**src/rtl/seq_pkg.sv**
```systemverilog
// Shared types and default sizes for the bit-serial operation sequencer.
package seq_pkg;

  localparam int unsigned DefaultWidth = 4;
  localparam int unsigned DefaultDepth = 4;

  typedef enum logic [1:0] {
    StIdle,
    StShift,
    StDone,
    StHold
  } state_t;

  typedef struct packed {
    logic [2:0] f;
    logic [1:0] r;
  } cmd_t;

endpackage

```
**src/rtl/cmd_fifo.sv**
```systemverilog
// Command queue for the sequencer: synchronous FIFO with full/empty and occupancy count.
module cmd_fifo
  import seq_pkg::*;
#(
  parameter int unsigned DEPTH = DefaultDepth
) (
  input  logic                       clk_i,
  input  logic                       rst_ni,
  input  logic                       push_i,
  input  cmd_t                       data_i,
  input  logic                       pop_i,
  output cmd_t                       data_o,
  output logic                       full_o,
  output logic                       empty_o,
  output logic [$clog2(DEPTH+1)-1:0] count_o
);

  localparam int unsigned PtrW = $clog2(DEPTH);
  localparam int unsigned CntW = $clog2(DEPTH + 1);

  cmd_t            mem_q [DEPTH];
  logic [PtrW-1:0] wptr_q, rptr_q;
  logic [CntW-1:0] cnt_q;
  logic            push_ok, pop_ok;

  assign full_o  = (cnt_q == CntW'(DEPTH));
  assign empty_o = (cnt_q == '0);
  assign count_o = cnt_q;
  assign data_o  = mem_q[rptr_q];

  // Full-cycle pushes are dropped even if a pop frees a slot in the same cycle.
  assign push_ok = push_i && !full_o;
  assign pop_ok  = pop_i && !empty_o;

  always_ff @(posedge clk_i or negedge rst_ni) begin
    if (!rst_ni) begin
      wptr_q <= '0;
      rptr_q <= '0;
      cnt_q  <= '0;
    end else begin
      if (push_ok) wptr_q <= wptr_q + 1'b1;
      if (pop_ok)  rptr_q <= rptr_q + 1'b1;
      unique case ({push_ok, pop_ok})
        2'b10:   cnt_q <= cnt_q + 1'b1;
        2'b01:   cnt_q <= cnt_q - 1'b1;
        default: cnt_q <= cnt_q;
      endcase
    end
  end

  always_ff @(posedge clk_i) begin
    if (push_ok) mem_q[wptr_q] <= data_i;
  end

endmodule

```
**src/rtl/serial_op_sequencer.sv**
```systemverilog
// Sequencer for the 4-bit bit-serial logic datapath: queues F/R commands, turns button
// levels into load strobes and drives WIDTH shift cycles per operation.
module serial_op_sequencer
  import seq_pkg::*;
#(
  parameter int unsigned WIDTH = DefaultWidth,
  parameter int unsigned DEPTH = DefaultDepth
) (
  input  logic                       clk_i,
  input  logic                       rst_ni,
  input  logic                       load_a_i,
  input  logic                       load_b_i,
  input  logic                       execute_i,
  input  logic                       run_all_i,
  input  logic                       cmd_valid_i,
  input  logic [2:0]                 cmd_f_i,
  input  logic [1:0]                 cmd_r_i,
  output logic                       cmd_ready_o,
  output logic                       ld_a_o,
  output logic                       ld_b_o,
  output logic                       shift_en_o,
  output logic [2:0]                 f_out_o,
  output logic [1:0]                 r_out_o,
  output logic                       busy_o,
  output logic                       done_o,
  output logic                       err_empty_o,
  output logic [$clog2(DEPTH+1)-1:0] q_count_o
);

  localparam int unsigned CntW = $clog2(WIDTH + 1);

  state_t          state_q;
  logic [CntW-1:0] cnt_q;
  logic            load_a_q, load_b_q, execute_q;
  logic            ld_a_q, ld_b_q, shift_en_q, busy_q, done_q, err_empty_q;
  logic [2:0]      f_q;
  logic [1:0]      r_q;

  logic            load_a_rise, load_b_rise, execute_rise;
  logic            pop_req;
  logic            fifo_full, fifo_empty;
  cmd_t            cmd_in, cmd_head;

  assign load_a_rise  = load_a_i && !load_a_q;
  assign load_b_rise  = load_b_i && !load_b_q;
  assign execute_rise = execute_i && !execute_q;

  assign cmd_in = '{f: cmd_f_i, r: cmd_r_i};

  // A pop starts an operation: first one on an Execute edge, later ones chained in Run_All mode.
  always_comb begin
    pop_req = 1'b0;
    if (!fifo_empty) begin
      if (state_q == StIdle && execute_rise) pop_req = 1'b1;
      if (state_q == StDone && run_all_i)    pop_req = 1'b1;
    end
  end

  cmd_fifo #(
    .DEPTH (DEPTH)
  ) u_cmd_fifo (
    .clk_i   (clk_i),
    .rst_ni  (rst_ni),
    .push_i  (cmd_valid_i),
    .data_i  (cmd_in),
    .pop_i   (pop_req),
    .data_o  (cmd_head),
    .full_o  (fifo_full),
    .empty_o (fifo_empty),
    .count_o (q_count_o)
  );

  always_ff @(posedge clk_i or negedge rst_ni) begin
    if (!rst_ni) begin
      state_q     <= StIdle;
      cnt_q       <= '0;
      load_a_q    <= 1'b0;
      load_b_q    <= 1'b0;
      execute_q   <= 1'b0;
      ld_a_q      <= 1'b0;
      ld_b_q      <= 1'b0;
      shift_en_q  <= 1'b0;
      busy_q      <= 1'b0;
      done_q      <= 1'b0;
      err_empty_q <= 1'b0;
      f_q         <= 3'b000;
      r_q         <= 2'b00;
    end else begin
      load_a_q    <= load_a_i;
      load_b_q    <= load_b_i;
      execute_q   <= execute_i;
      ld_a_q      <= 1'b0;
      ld_b_q      <= 1'b0;
      done_q      <= 1'b0;
      err_empty_q <= 1'b0;

      if (pop_req) begin
        f_q        <= cmd_head.f;
        r_q        <= cmd_head.r;
        cnt_q      <= '0;
        shift_en_q <= 1'b1;
        busy_q     <= 1'b1;
        state_q    <= StShift;
      end else begin
        unique case (state_q)
          StIdle: begin
            if (execute_rise) begin
              err_empty_q <= 1'b1;
              state_q     <= StHold;
            end else begin
              ld_a_q <= load_a_rise;
              ld_b_q <= load_b_rise;
            end
          end
          StShift: begin
            cnt_q <= cnt_q + 1'b1;
            if (cnt_q == CntW'(WIDTH - 1)) begin
              shift_en_q <= 1'b0;
              done_q     <= 1'b1;
              state_q    <= StDone;
            end
          end
          StDone: begin
            busy_q  <= 1'b0;
            state_q <= StHold;
          end
          StHold: begin
            if (!execute_i) state_q <= StIdle;
          end
          default: state_q <= StIdle;
        endcase
      end
    end
  end

  assign cmd_ready_o = !fifo_full;
  assign ld_a_o      = ld_a_q;
  assign ld_b_o      = ld_b_q;
  assign shift_en_o  = shift_en_q;
  assign busy_o      = busy_q;
  assign done_o      = done_q;
  assign err_empty_o = err_empty_q;
  assign f_out_o     = f_q;
  assign r_out_o     = r_q;

endmodule

```
**config.mk**
```make
export PLATFORM = sky130hd
export DESIGN_NAME = serial_op_sequencer
export DESIGN_NICKNAME = d
export VERILOG_FILES = /design/src/rtl/seq_pkg.sv /design/src/rtl/cmd_fifo.sv /design/src/rtl/serial_op_sequencer.sv
export SDC_FILE = /design/constraint.sdc
export NUM_CORES = 1
export LEC_CHECK = 0
export CAP_MARGIN = 20
export CORE_MARGIN = 2
export CORE_UTILIZATION = 53
export DETAILED_ROUTE_END_ITERATION = 6
export GPL_ROUTABILITY_DRIVEN = 1
export PLACE_DENSITY = 0.78
export SLEW_MARGIN = 20
export SYNTH_ARGS = -nofsm -noshare
export SYNTH_HDL_FRONTEND = slang
export SYNTH_SLANG_ARGS = --single-unit
```
**constraint.sdc**
```tcl
create_clock -name clk_i -period 2.7 [get_ports clk_i]
set_input_delay 0.675 -clock clk_i [delete_from_list [all_inputs] [get_ports clk_i]]
set_output_delay 0.675 -clock clk_i [all_outputs]
set_load 0.01 [all_outputs]
```
======== Yosys cells after proc, flatten, opt, wreduce, memory -nomap -nowiden ========
Memories as Yosys holds them, arrays and structs flattened. A register that Yosys moved wholly into a read port is not among the register bits.
Index checks and enable logic that the tools add are counted.
storage, ports and cells
  register bits ........................... 21
  memories ................................ 1
  bits in writable memories ............... 20
operators by class
  muxes and demuxes ....................... 30
  reductions and logical operators ........ 21
  add/subtract/negate cells ............... 5
  eq/ne operators ......................... 10
memories
  name              depth  width  read ports  clocked after memory_dff  wr ports  RTL line        RTL
  u_cmd_fifo.mem_q  4      5      1           1                         1         cmd_fifo.sv:21  cmd_t mem_q [DEPTH];
operators with widths
  cell                                                                     number
  1-bit 2-to-1 mux                                                         22
  3-bit by 2-bit inequality test with 1-bit output, second input constant  3
  2-bit 2-to-1 mux                                                         4
  2-bit case mux with 4 select lines                                       1
  2-bit nonzero test                                                       4
  1-bit logical AND                                                        7
  3-bit by 1-bit adder with 3-bit output, second input constant            2
  2-bit equality test, second input constant                               3
  1-bit logical NOT                                                        6
  3-bit 2-to-1 mux                                                         2
  3-bit case mux with 2 select lines                                       1
  2-bit by 1-bit adder with 2-bit output, second input constant            2
  2-bit by 1-bit equality test with 1-bit output, second input constant    2
  3-bit by 2-bit equality test with 1-bit output, second input constant    1
  3-bit equality test, second input constant                               1
  3-bit logical NOT                                                        1
  3-bit AND reduction                                                      1
  3-bit by 1-bit subtractor with 3-bit output, second input constant       1
  2-bit logical NOT                                                        1
  2-bit AND reduction                                                      1

======== Longest topological paths before layout ========
  word-level depth ........................ 9
  mapped depth ............................ 8
  mapped depth without buffers ............ 8

======== Hierarchy ========
Synthesis repeated with hierarchy kept, for this count alone.
unflattened totals
  cells, all modules ...................... 123
  area, all modules ....................... 1,954.4 um^2
by module, submodules not included
  module               times used  area each (um^2)  cells each  seq. area each (um^2)
  cmd_fifo             1           1,164.9           64          775.7
  serial_op_sequencer  1           789.5             59          475.5

======== Worst setup path after synthesis ========
OpenSTA, ideal clock, no wires.
  path type ............................... input port to flip-flop
  start point ............................. in execute_i
  end point ............................... reg u_cmd_fifo.cnt_q[1], in the netlist u_cmd_fifo.count_o[1]
  arrival ................................. 2.418 ns
  path slack .............................. 0.157 ns
  path buffers ............................ 0
  cell stages on the path ................. 5
  cell sequence ........................... or3b_4 -> a211oi_4 -> ha_1 -> fa_1 -> mux2_2
between the ends
  cells in the longest elaborated chain, start to end .. 8
RTL lines
  what                                                                                   RTL line                   RTL
  start: declaration                                                                     serial_op_sequencer.sv:13  input logic execute_i,
  1-bit logical AND (*)                                                                  serial_op_sequencer.sv:46  assign execute_rise = execute_i && !execute_q;
  1-bit logical AND (*)                                                                  serial_op_sequencer.sv:54  if (state_q == StIdle && execute_rise) pop_req = 1'b1;
  1-bit 2-to-1 mux (*)                                                                   serial_op_sequencer.sv:54
  1-bit 2-to-1 mux (*)                                                                   serial_op_sequencer.sv:55  if (state_q == StDone && run_all_i) pop_req = 1'b1;
  1-bit 2-to-1 mux (*)                                                                   serial_op_sequencer.sv:53  if (!fifo_empty) begin
  net pop_req                                                                            serial_op_sequencer.sv:40  logic pop_req;
  1-bit logical AND (*)                                                                  cmd_fifo.sv:33             assign pop_ok = pop_i && !empty_o;
  2-bit by 1-bit equality test with 1-bit output or 2-bit equality test (tied branches)  cmd_fifo.sv:43             unique case ({push_ok, pop_ok})
  3-bit case mux with 2 select lines or 2-bit nonzero test (tied branches)               n/a
  end signal: assignment                                                                 cmd_fifo.sv:44             2'b10: cnt_q <= cnt_q + 1'b1;
  end signal: assignment                                                                 cmd_fifo.sv:45             2'b01: cnt_q <= cnt_q - 1'b1;
  end signal: assignment                                                                 cmd_fifo.sv:46             default: cnt_q <= cnt_q;
  end: declaration                                                                       cmd_fifo.sv:23             logic [CntW-1:0] cnt_q;
Mark *: on every way through the listed nets, which the timed path passes. The rest lies on a longest branch.
A chain may end at the register's enable or synchronous reset.

======== Worst setup path after layout ========
Same ends and word-level chain as after synthesis.

==> run_results.csv <==
group,metric,value,unit
synthesis,synth_common_cells,"26 x dfrtp_1, 20 x edfxtp_1, 8 x mux2_2, 7 x ha_1",
worst_setup_path,slowest_delay,0.50,ns
sta,rsz0062_at_grt,"false",
worst_setup_path,crit_type,"input port to flop",
detailed_routing,drt_iter0_drc,62,
hold_path,min_path_type,"flop to flop",
clocking,clock-sinks,46,
synthesis,synth_async_sr_flop_share,56.5,%
worst_setup_path,cp-end-kind,"flop",
final_layout,final_layout_size_suffix_gt1_share,17.2,%
final_layout,fin_nets,176,
detailed_routing,drc_errors,0,
clocking,clock_path_buffers,2,
sta,finalCriticalPeriod,2.55,ns
detailed_routing,ant_nets,0,
run_status,status,"complete, no violations",
pwr,power_per_cell_area,1010,mW/mm^2
clocking,clk_pin_slew_worst_paths,0.12,ns
clocking,clock_latency,0.35,ns
synthesis,yosys.cell_count.top_type,"dfrtp_1",
sta,max_clock_freq,392,MHz
global_routing,grt_pass1_vias,1134,
synthesis,yosys_warnings,0,
sta,post-route-period-util,94.4,%
synthesis,yosys.area.top_type,"dfrtp_1",
floorplanning,ios,27,
sta,tightest_slew,0.467,ns
worst_setup_path,crit_path_top_delay_cell,"clkdlybuf4s50_1",
global_routing,antenna_found_initial,0,
global_routing,grt_pass1_wl,5.21,mm
detailed_routing,routed_wl,3.02,mm
worst_setup_path,arrival,2.80,ns
synthesis,ys_seq_area_share,65.4,%
detailed_routing,drtPass1Iterations,4,
floorplanning,die_w,64.1,um
clocking,htree_levels,2,
final_layout,final_util,67.9,%
clocking,post_cts_buffers,0,
synthesis,synthesis.nets,142,
clocking,cts_tree,"yes",
synthesis,syn_inst,122,
sta,setup_viol,0,
synthesis,synthesis.area,0.00191,sq mm
detailed_routing,vias_per_cell,5.26,
clocking,cts-buffers-inserted,5,
worst_setup_path,cp_data_required_time,2.95,ns
floorplanning,die_area,0.00410,sq mm
placement,gp_congestion,0.754,
sta,final_max_slew_viol_count,0,
synthesis,yosys.area.top_type_share,34.0,%
synthesis,yosys-top-cells-area,"dfrtp_1 34%, edfxtp_1 31%, mux4_2 5.9%",
detailed_routing,routedWlPerCell,14.9,um
worst_setup_path,start_kind,"input port",
synthesis,synth_cell_types,31,
global_routing,overflow,0,
worst_setup_path,path_max_fanout,4,
synthesis,synth-seq-cells,46,
synthesis,syn_avg_cell_area,15.7,sq um
sta,clock_skew,0.0139,ns
sta,hold_viol,0,
placement,port_buffers,26,
worst_setup_path,path_cells,"clkdlybuf4s50_1 -> or3b_4 -> a211oi_4 -> ha_1 -> fa_1 -> mux2_2",
sta,relSlewSlack,68.0,%
clocking,ctsResizeCount,0,
floorplanning,die_y,64.1,um
floorplanning,rows,21,
floorplanning,core_region_area,0.00339,sq mm
clocking,ctsHoldBuffers,0,
placement,dpl.hpwl,2.18,mm
pwr,p_leak,0.936,nW
final_layout,diodes,0,
pwr,peakVddDrop,0.583,mV
floorplanning,start_util,56.4,%
global_routing,grt_usage,17.5,%
clocking,clock-root-buffer,"clkbuf_4",
synthesis,yosys_most_used_dff,"dfrtp_1",
synthesis,synth_edf_count,20,
global_routing,grt_max_degree,27,
detailed_routing,vias,1067,
job,maxCapViolCount,0,
final_layout,area_growth_syn_to_layout,20.4,%
pwr,power.total,2.33,mW
logic make-up after synthesis:
group / Yosys count / synth area share [%]
AOI/OAI and AO/OA: 12 / 4.78
DFF: 46 / 65.4
and+or+nand+nor: 26 / 8.31
buffers and inverters: 10 / 2.03
adders and majority gates: 8 / 5.63
muxes: 13 / 10.6
xor gates and xnor gates: 7 / 3.21
power by group:
group | internal (mW) | switching, mW
clock | 0.0995 | 0.204
sequential | 0.951 | 0.186
combinational | 0.524 | 0.367
metal layers:
metal	up-vias	part of all wire, %	global-route usage, %
met5	-	0	0
met1	531	44	21.9
met4	0	1.9	6.79
met3	6	4.9	5.99
met2	24	50	28.0
li1	506	-	-
cell type report:
type                       count  area, sq um
multi-input combinational     66          622
clock buffer                   6         41.3
fill                         222         1090
clock inverter                 2         10.0
inverter                       6         22.5
timing repair buffer          31          298
tap                           46         57.6
sequential                    46         1250
critical path, delay by kind of cell:
kind	cells	cell delay, ns
mux	1	0.27
compound gates	1	0.29
buf+inv	1	0.50
fa+ha+maj	2	0.65
simple gates	1	0.42
final timing paths:
kind	from	endpoint	slack [ns]	cells past startpoint
max in group asynchronous	rst_ni	u_cmd_fifo.wptr_q[0]	1.75	2
min	load_b_q	ld_b_o	0.41	1
max reg2reg	u_cmd_fifo.count_o[1]	u_cmd_fifo.count_o[1]	0.52	6
min reg2reg	load_b_q	ld_b_o	0.41	1
min in group asynchronous	rst_ni	f_out_o[2]	0.68	2
max	execute_i	u_cmd_fifo.count_o[1]	0.15	6
through the flow:
| stage | TNS [ns] | hold slack (ns) | instance area [sq um] | std cells | setup slack [ns] |
|---|---|---|---|---|---|
| finish | 0 | 0.412 | 2300 | 203 | 0.150 |
| global route | 0 | 0.429 | 2300 | 203 | 0.0975 |
| CTS | 0 | 0.416 | 2300 | 203 | 0.179 |
| detailed placement | -0.267 | 0.400 | 2250 | 195 | -0.216 |
| global placement | -0.156 | 0.395 | 2250 | 195 | -0.156 |
| floorplan | 0 | 0.379 | 1910 | 122 | 0.157 |
cell usage in the layout (no fill, tap or decap), types with 2 or more instances in the layout:
master / n
ha_1: 7
clkdlybuf4s50_1: 26
mux4_2: 5
buf_4: 5
a21o_1: 2
nor3b_1: 2
xnor2_1: 5
a21oi_1: 2
nand2b_1: 6
nor2_1: 2
dfrtp_1: 26
edfxtp_1: 20
clkinv_2: 2
mux2_2: 8
and3_1: 4
o21ai_0: 4
xor2_1: 2
clkbuf_4: 5
inv_1: 6
nand2_1: 5
registers in the layout, indices dropped and copies added (netlist names), 2 cells and up:
| name | cells |
|---|---|
| cnt_q | 3 |
| f_out_o | 3 |
| r_out_o | 2 |
| state_q | 2 |
| u_cmd_fifo.count_o | 3 |
| u_cmd_fifo.mem_q | 20 |
| u_cmd_fifo.rptr_q | 2 |
| u_cmd_fifo.wptr_q | 2 |
Note: power is estimated with default switching activity, not from simulation.
